<file path="config.mk">
export PLATFORM = sky130hd
export DESIGN_NAME = hack_cpu_ctrl
export DESIGN_NICKNAME = d
export VERILOG_FILES = /design/src/rtl/hack_pkg.sv /design/src/rtl/hack_jump_cond.sv /design/src/rtl/hack_cpu_ctrl.sv
export SDC_FILE = /design/constraint.sdc
export NUM_CORES = 1
export LEC_CHECK = 0
export ABC_CLOCK_PERIOD_IN_PS = 2800
export CORE_MARGIN = 2
export CORE_UTILIZATION = 49
export DETAILED_ROUTE_END_ITERATION = 10
export PLACE_DENSITY = 0.93
export SLEW_MARGIN = 20
export SYNTH_ARGS = -nofsm -noshare
export SYNTH_HDL_FRONTEND = slang
export SYNTH_HIERARCHICAL = 1
export SYNTH_SLANG_ARGS = --single-unit
</file>
<file path="constraint.sdc">
create_clock -name clk -period 2.8 [get_ports clk]
set_input_delay 0.56 -clock clk [delete_from_list [all_inputs] [get_ports clk]]
set_output_delay 0.56 -clock clk [all_outputs]
set_load 0.005 [all_outputs]
</file>
<file path="src/rtl/hack_pkg.sv">
// hack_pkg: shared definitions for the HACK CPU control unit.
// Holds the controller state encoding, instruction field positions and
// the jump predicate used by both the controller and its jump sub-block.
// Optional macro HACK_HALT_DETECT_EN adds the HALT state encoding.
package hack_pkg;

    typedef enum logic [2:0] {
        S_FETCH  = 3'd0,
        S_DECODE = 3'd1,
        S_READ   = 3'd2,
        S_EXEC   = 3'd3,
        S_WRITE  = 3'd4,
        S_HALT   = 3'd5
    } hack_state_e;

    localparam logic [2:0] ST_FETCH  = S_FETCH;
    localparam logic [2:0] ST_DECODE = S_DECODE;
    localparam logic [2:0] ST_READ   = S_READ;
    localparam logic [2:0] ST_EXEC   = S_EXEC;
    localparam logic [2:0] ST_WRITE  = S_WRITE;
`ifdef HACK_HALT_DETECT_EN
    localparam logic [2:0] ST_HALT   = S_HALT;
`endif

    localparam int IS_C    = 15;
    localparam int A_SEL   = 12;
    localparam int COMP_HI = 11;
    localparam int COMP_LO = 6;
    localparam int DEST_A  = 5;
    localparam int DEST_D  = 4;
    localparam int DEST_M  = 3;
    localparam int JUMP_HI = 2;
    localparam int JUMP_LO = 0;

    function automatic logic jump_taken(input logic [2:0] jbits,
                                        input logic       zr,
                                        input logic       ng);
        return (jbits[2] & ng) | (jbits[1] & zr) | (jbits[0] & ~ng & ~zr);
    endfunction

endpackage

</file>
<file path="src/rtl/hack_jump_cond.sv">
// hack_jump_cond: combinational jump predicate for HACK C-instructions.
// Decides from the three jump bits and the ALU flags whether PC loads A.
module hack_jump_cond
    import hack_pkg::*;
(
    input  logic [2:0] jbits,
    input  logic       zr,
    input  logic       ng,
    output logic       take
);

    // Evaluate the jump condition against the current ALU flags.
    always_comb begin
        take = jump_taken(jbits, zr, ng);
    end

endmodule

</file>
<file path="src/rtl/hack_cpu_ctrl.sv">
// hack_cpu_ctrl: multi-cycle HACK CPU control unit.
// Owns A, D, PC, IR, MDR and the pending write (WA/WD); drives the external
// ALU and sequences instruction fetch and data-memory reads/writes through
// valid/ack handshakes. Optional macro HACK_HALT_DETECT_EN adds a HALT state
// entered on an unconditional jump to the current PC, and the halted port.
module hack_cpu_ctrl
    import hack_pkg::*;
(
    input  logic        clk,
    input  logic        reset,
    output logic [14:0] imem_addr,
    output logic        imem_req,
    input  logic        imem_valid,
    input  logic [15:0] imem_data,
    output logic [14:0] dmem_addr,
    output logic        dmem_rd,
    output logic        dmem_wr,
    output logic [15:0] dmem_wdata,
    input  logic [15:0] dmem_rdata,
    input  logic        dmem_ack,
    output logic [15:0] alu_x,
    output logic [15:0] alu_y,
    output logic [5:0]  alu_control,
    input  logic [15:0] alu_out,
    input  logic        alu_zr,
    input  logic        alu_ng,
    output logic [14:0] pc,
    output logic [15:0] a_reg,
    output logic [15:0] d_reg
`ifdef HACK_HALT_DETECT_EN
    ,
    output logic        halted
`endif
);

    logic [2:0]  state;
    logic [15:0] ir;
    logic [15:0] mdr;
    logic [14:0] wa;
    logic [15:0] wd;
    logic [14:0] pc_inc;
    logic        jump_take;
    logic        unused_ir_bits;

    hack_jump_cond u_jump (
        .jbits (ir[JUMP_HI:JUMP_LO]),
        .zr    (alu_zr),
        .ng    (alu_ng),
        .take  (jump_take)
    );

`ifdef HACK_HALT_DETECT_EN
    logic halt_hit;

    // A taken unconditional jump onto itself can never leave, so it halts.
    always_comb begin
        halt_hit = (ir[JUMP_HI:JUMP_LO] == 3'b111) && (a_reg[14:0] == pc);
    end
`endif

    // Sequential PC candidate and the intentionally ignored IR[14:13] bits.
    always_comb begin
        pc_inc         = pc + 15'd1;
        unused_ir_bits = ^ir[14:13];
    end

    // Controller FSM and architectural register updates.
    always_ff @(posedge clk) begin
        if (reset) begin
            state <= ST_FETCH;
            pc    <= '0;
            a_reg <= '0;
            d_reg <= '0;
            ir    <= '0;
            mdr   <= '0;
            wa    <= '0;
            wd    <= '0;
        end else begin
            case (state)
                ST_FETCH: begin
                    if (imem_valid) begin
                        ir    <= imem_data;
                        state <= ST_DECODE;
                    end
                end
                ST_DECODE: begin
                    if (!ir[IS_C]) begin
                        a_reg <= ir;
                        pc    <= pc_inc;
                        state <= ST_FETCH;
                    end else if (ir[A_SEL]) begin
                        state <= ST_READ;
                    end else begin
                        state <= ST_EXEC;
                    end
                end
                ST_READ: begin
                    if (dmem_ack) begin
                        mdr   <= dmem_rdata;
                        state <= ST_EXEC;
                    end
                end
                ST_EXEC: begin
                    if (ir[DEST_A]) a_reg <= alu_out;
                    if (ir[DEST_D]) d_reg <= alu_out;
                    pc <= jump_take ? a_reg[14:0] : pc_inc;
                    if (ir[DEST_M]) begin
                        wa    <= a_reg[14:0];
                        wd    <= alu_out;
                        state <= ST_WRITE;
                    end else begin
                        state <= ST_FETCH;
                    end
`ifdef HACK_HALT_DETECT_EN
                    if (halt_hit) state <= ST_HALT;
`endif
                end
                ST_WRITE: begin
                    if (dmem_ack) state <= ST_FETCH;
                end
`ifdef HACK_HALT_DETECT_EN
                ST_HALT: begin
                    state <= ST_HALT;
                end
`endif
                default: begin
                    state <= ST_FETCH;
                end
            endcase
        end
    end

    // Strobes follow the state but are forced low while reset is asserted.
    always_comb begin
        imem_req    = (state == ST_FETCH) && !reset;
        dmem_rd     = (state == ST_READ)  && !reset;
        dmem_wr     = (state == ST_WRITE) && !reset;
        imem_addr   = pc;
        dmem_addr   = (state == ST_WRITE) ? wa : a_reg[14:0];
        dmem_wdata  = wd;
        alu_x       = d_reg;
        alu_y       = ir[A_SEL] ? mdr : a_reg;
        alu_control = ir[COMP_HI:COMP_LO];
`ifdef HACK_HALT_DETECT_EN
        halted      = (state == ST_HALT) && !reset;
`endif
    end

endmodule

</file>
Word level (Yosys, flattened, before mapping)
Cells that the tools add are included.
Widths: inputs -> output; s select.
{"block": "totals", "reg_bits": 113, "inputBits": 54, "out_inout_bits": 134}
{"block": "op_classes", "addsub": 1, "n_eq_ne": 9, "muxes": 15, "bitwise_logic": 8, "n_reduce_logical": 13}
{"cell": "$mux 16", "n": 3}
{"cell": "$mux 15", "n": 3}
{"cell": "$pmux 16 s2", "n": 1}
{"cell": "$pmux 15 s2", "n": 1}
{"cell": "$add 15x1->15 const B", "n": 1}
{"cell": "$pmux 3 s5", "n": 1}
{"cell": "$mux 3", "n": 4}
{"cell": "$ne 2x2->1 const B", "n": 5}
{"cell": "$reduce_and 2->1", "n": 5}
{"cell": "$eq 3x2->1 const B", "n": 2}
{"cell": "$reduce_and 3->1", "n": 2}
{"cell": "$and 1x1->1", "n": 4}
{"cell": "$eq 3x1->1 const B", "n": 1}
{"cell": "$eq 3x3->1 const B", "n": 1}
{"cell": "$logic_and 1x1->1", "n": 3}
{"cell": "$logic_not 3->1", "n": 1}
{"cell": "$mux 2", "n": 1}
{"cell": "$not 1->1", "n": 2}
{"cell": "$or 1x1->1", "n": 2}
{"cell": "$reduce_bool 2->1", "n": 1}
{"cell": "$logic_not 1->1", "n": 1}
{"cell": "$mux 1", "n": 1}

Logic depth before layout (Yosys ltp)
{"block": "depth", "word_depth": 6, "mapped_depth": 7}

Cells and area by module
The synthesis kept the hierarchy.
{"mod": "hack_cpu_ctrl", "n_inst": 1, "cells_each": 648, "area_per_inst_um2": 5263.8, "seq_area_each_um2": 2262.2}
{"mod": "hack_jump_cond", "n_inst": 1, "cells_each": 2, "area_per_inst_um2": 17.5, "seq_area_each_um2": 0.0}

Least setup slack after synthesis
Ideal clock, no wire load.
{"block": "synth_timing", "kind": "reg-to-output", "start": "register state[1]", "end": "output dmem_addr[10]", "arrival_ns": 1.485, "required_time_ns": 2.240, "path_slack_ns": 0.755, "path_stages_with_launch": 6, "n_path_buf": 3, "path_cell_list": "dfxtp_1 -> buf_2 -> buf_4 -> nor3b_4 -> buf_4 -> mux2_2"}
{"block": "synth_via", "elab_chain_len": 2}
{"item": "start: declaration", "line": "hack_cpu_ctrl.sv:36", "text": "logic [2:0] state;"}
{"item": "start signal: assignment", "line": "hack_cpu_ctrl.sv:70", "text": "state <= ST_FETCH;"}
{"item": "start signal: assignment", "line": "hack_cpu_ctrl.sv:83", "text": "state <= ST_DECODE;"}
{"item": "start signal: assignment", "line": "hack_cpu_ctrl.sv:90", "text": "state <= ST_FETCH;"}
{"item": "$eq 3x3->1", "line": "hack_cpu_ctrl.sv:139", "text": "dmem_addr = (state == ST_WRITE) ? wa : a_reg[14:0];"}
{"item": "$mux 15", "line": "hack_cpu_ctrl.sv:139"}
{"item": "end: declaration", "line": "hack_cpu_ctrl.sv:15", "text": "output logic [14:0] dmem_addr,"}
No other way between the ends.

Final worst setup path
{"block": "layout_timing", "start": "register state[0]", "end": "output dmem_addr[0]"}
The elaborated chain is that of the path after synthesis.

==> impl_metrics.json <==
{
  "synth_top_area_cell": "dfxtp_1",
  "synth_edf_count": 0,
  "cp.depth": 4,
  "crit_path_top_delay_cell": "clkdlybuf4s50_1",
  "leakage_nw": 2.63,
  "startpoint": "state[0]",
  "worstReg2RegEnd": "alu_x[1]",
  "max-cap-violations": 0,
  "critPathTopFamily": "buffers and inverters",
  "hp-class": "in -> reg",
  "netlist_area_um2": 5280,
  "vias_per_cell": 5.92,
  "cp_slowest_stage_delay_ps": 480,
  "grt_pass1_wl_mm": 27.0,
  "grt_max_degree": 80,
  "rrSetupSlack_ps": 400,
  "die_h_um": 108,
  "power_density_nw_per_um2": 606,
  "numClockSinks": 113,
  "pwr-share-seq": 0.373,
  "grt_usage": 0.302,
  "dp_hpwl_mm": 11.8,
  "synth_area_per_cell_um2": 8.13,
  "finalSetupViolations": 0,
  "crit_arrival_ps": 2160,
  "cts_buffer_depth": 2,
  "synth_area_leaders": "dfxtp_1 43%, nand2_1 13%, a21oi_1 8.2%",
  "cts_buffers": 17,
  "start_kind": "register",
  "max_freq_ghz": 0.367,
  "antenna_found_initial": 0,
  "syn_inst": 650,
  "timing.final.crit_period_ps": 2720,
  "finalHoldViolCount": 0,
  "yosys_warnings": 6,
  "r2r_start": "state[0]",
  "setup.worst_path.end": "dmem_addr[0]",
  "reg2reg_depth": 6,
  "period_share": 0.973,
  "core_area_um2": 10400,
  "async_flop_share": 0,
  "num_vias": 5518,
  "ios": 188,
  "die_area_um2": 11600,
  "ir_drop_mv": 0.541,
  "cts_root_buf": "clkbuf_8",
  "cts_tree": "built",
  "clock_latency_ps": 520,
  "yosysUniqueCellTypes": 49,
  "tns_ps": 0,
  "synth.top_cell.area_share": 0.428,
  "clock_power_share": 0.532,
  "drive_gt1_frac": 0.109,
  "clkTransAtPathRegs_ps": 60,
  "worst_setup_path_end_kind": "primary output",
  "crit_chain": "nor3b_4 > buf_6 > mux2_2 > clkdlybuf4s50_1",
  "portBuffers": 187,
  "p_int_mw": 3.61,
  "fin_skew_ps": 8.63,
  "ys_seq_elements": 113,
  "fin_ws_ps": 76.7,
  "final_nets": 838,
  "grt-ovfl-total": 0,
  "swShare": 0.216,
  "seq_area_um2": 2260,
  "switchingPower_mw": 0.998,
  "crit_required_ps": 2240,
  "drt_first_pass_iters": 6,
  "rows": 37,
  "post_drt_wl_per_cell_um": 19.0,
  "status": "complete, no violations",
  "synth_nets": 705,
  "worstMarginPinSlew_ps": 828,
  "h-tree-depth": 4,
  "nFillCells": 691,
  "ys_seq_area_frac": 0.428,
  "crit_path_max_fanout": 17,
  "maxSlewViolCount": 0,
  "antenna_cells": 0,
  "place.gp.congestion": 0.870,
  "post-route-drc-count": 0,
  "p_comb_frac": 0.095,
  "area_delta_synth_final_pct": 44.2,
  "synth-main-ff-cell": "dfxtp_1",
  "path_buf_inv": 2,
  "maxSlewHeadroom": 0.448,
  "die_x_um": 108,
  "grt_pass1_vias": 5255,
  "path_class": "reg -> out",
  "initial_core_util": 0.507,
  "ant_nets": 0,
  "multi_input_area_um2": 2520,
  "finalWirelength_mm": 17.8,
  "dr.first_iter.drc_count": 434,
  "preCtsSetupSlack_ps": 181
}
cells in the final DEF, fill, tap and decap left out, types with 6 or more instances in the layout:
cell,netlist,layout
a211oi_1,6,6
a21oi_1,87,86
a311oi_1,17,17
buf_4,39,11
bufinv_16,0,6
clkbuf_16,0,16
clkdlybuf4s50_1,0,186
dfxtp_1,113,113
mux2_2,33,33
nand2_1,184,184
nand3_1,22,22
nand4_1,6,6
nor2_1,23,23
or4_1,6,6
cells in the mapped netlist (all sizes together) (3+ instances only):
cell type / n
nand2: 185
xor2: 3
nand3: 22
nor2: 23
or4: 6
clkbuf: 27
nand2b: 3
nor4: 3
o21ai: 4
nor2b: 4
and3: 5
a311oi: 17
o31ai: 3
mux2: 33
a21oi: 87
dfxtp: 113
and4: 3
buf: 59
nand4: 6
a211oi: 6
a31oi: 5
a22oi: 5
and2: 3
timing repair:
| action | 4_1_cts | 5_1_grt |
|---|---|---|
| buffers inserted | 0 | 0 |
| endpoints found under the setup margin | 1 | 16 |
| hold buffers | 0 | 0 |
| resized for setup | 1 | 2 |
power groups by stage:
stage | registers, mW | clock network [mW] | logic, mW
final | 1.72 | 2.46 | 0.437
after global placement | 1.74 | 0 | 0.414
after global routing | 1.72 | 2.53 | 0.467
after CTS | 1.71 | 2.46 | 0.433
after floorplan | 1.72 | 0 | 0.193
after detailed placement | 1.75 | 0 | 0.426
cells by family after synthesis:
| group | Yosys count | synth area share |
|---|---|---|
| flops | 113 | 0.428 |
| compound gates | 133 | 0.149 |
| fa+ha+maj | 1 | 0.00237 |
| buf+inv | 86 | 0.0967 |
| mux | 35 | 0.0742 |
| xor+xnor | 4 | 0.00663 |
| simple gates | 278 | 0.242 |
per-layer routing:
| metal | wire length, um | global-route usage |
|---|---|---|
| met2 | 8840 | 0.507 |
| met4 | 800 | 0.172 |
| met3 | 1750 | 0.0884 |
| met5 | 0 | 0 |
| met1 | 6360 | 0.341 |
per-stage QoR:
stage               cell area (um^2)  total power, mW  hold slack (ps)   util  instances
floorplan                       5280             1.91              433      -        650
global placement                6920             2.16              438  0.665        900
detailed placement              6920             2.17              447  0.665        900
CTS                             7600             4.60              361  0.730        932
global route                    7610             4.72              379  0.731        932
finish                          7610             4.61              383  0.731        932
cell type report:
type,count,share of cell area
Sequential cell,113,0.297
Clock inverter,9,0.0263
Clock buffer,23,0.0626
Timing Repair Buffer,200,0.261
Multi-Input combinational cell,451,0.331
Tap cell,136,0.0223
worst min path at each step:
stage | to | slack [ps] | depth (start not counted) | from
after floorplan | mdr[0] | 430 | 2 | mdr[0]
after global placement | wa[10] | 440 | 2 | wa[10]
after global routing | ir[7] | 380 | 2 | reset
after detailed placement | ir[14] | 450 | 2 | ir[14]
final | ir[13] | 380 | 2 | reset
after CTS | ir[14] | 360 | 2 | reset
Power figures use the tool's default switching activity.
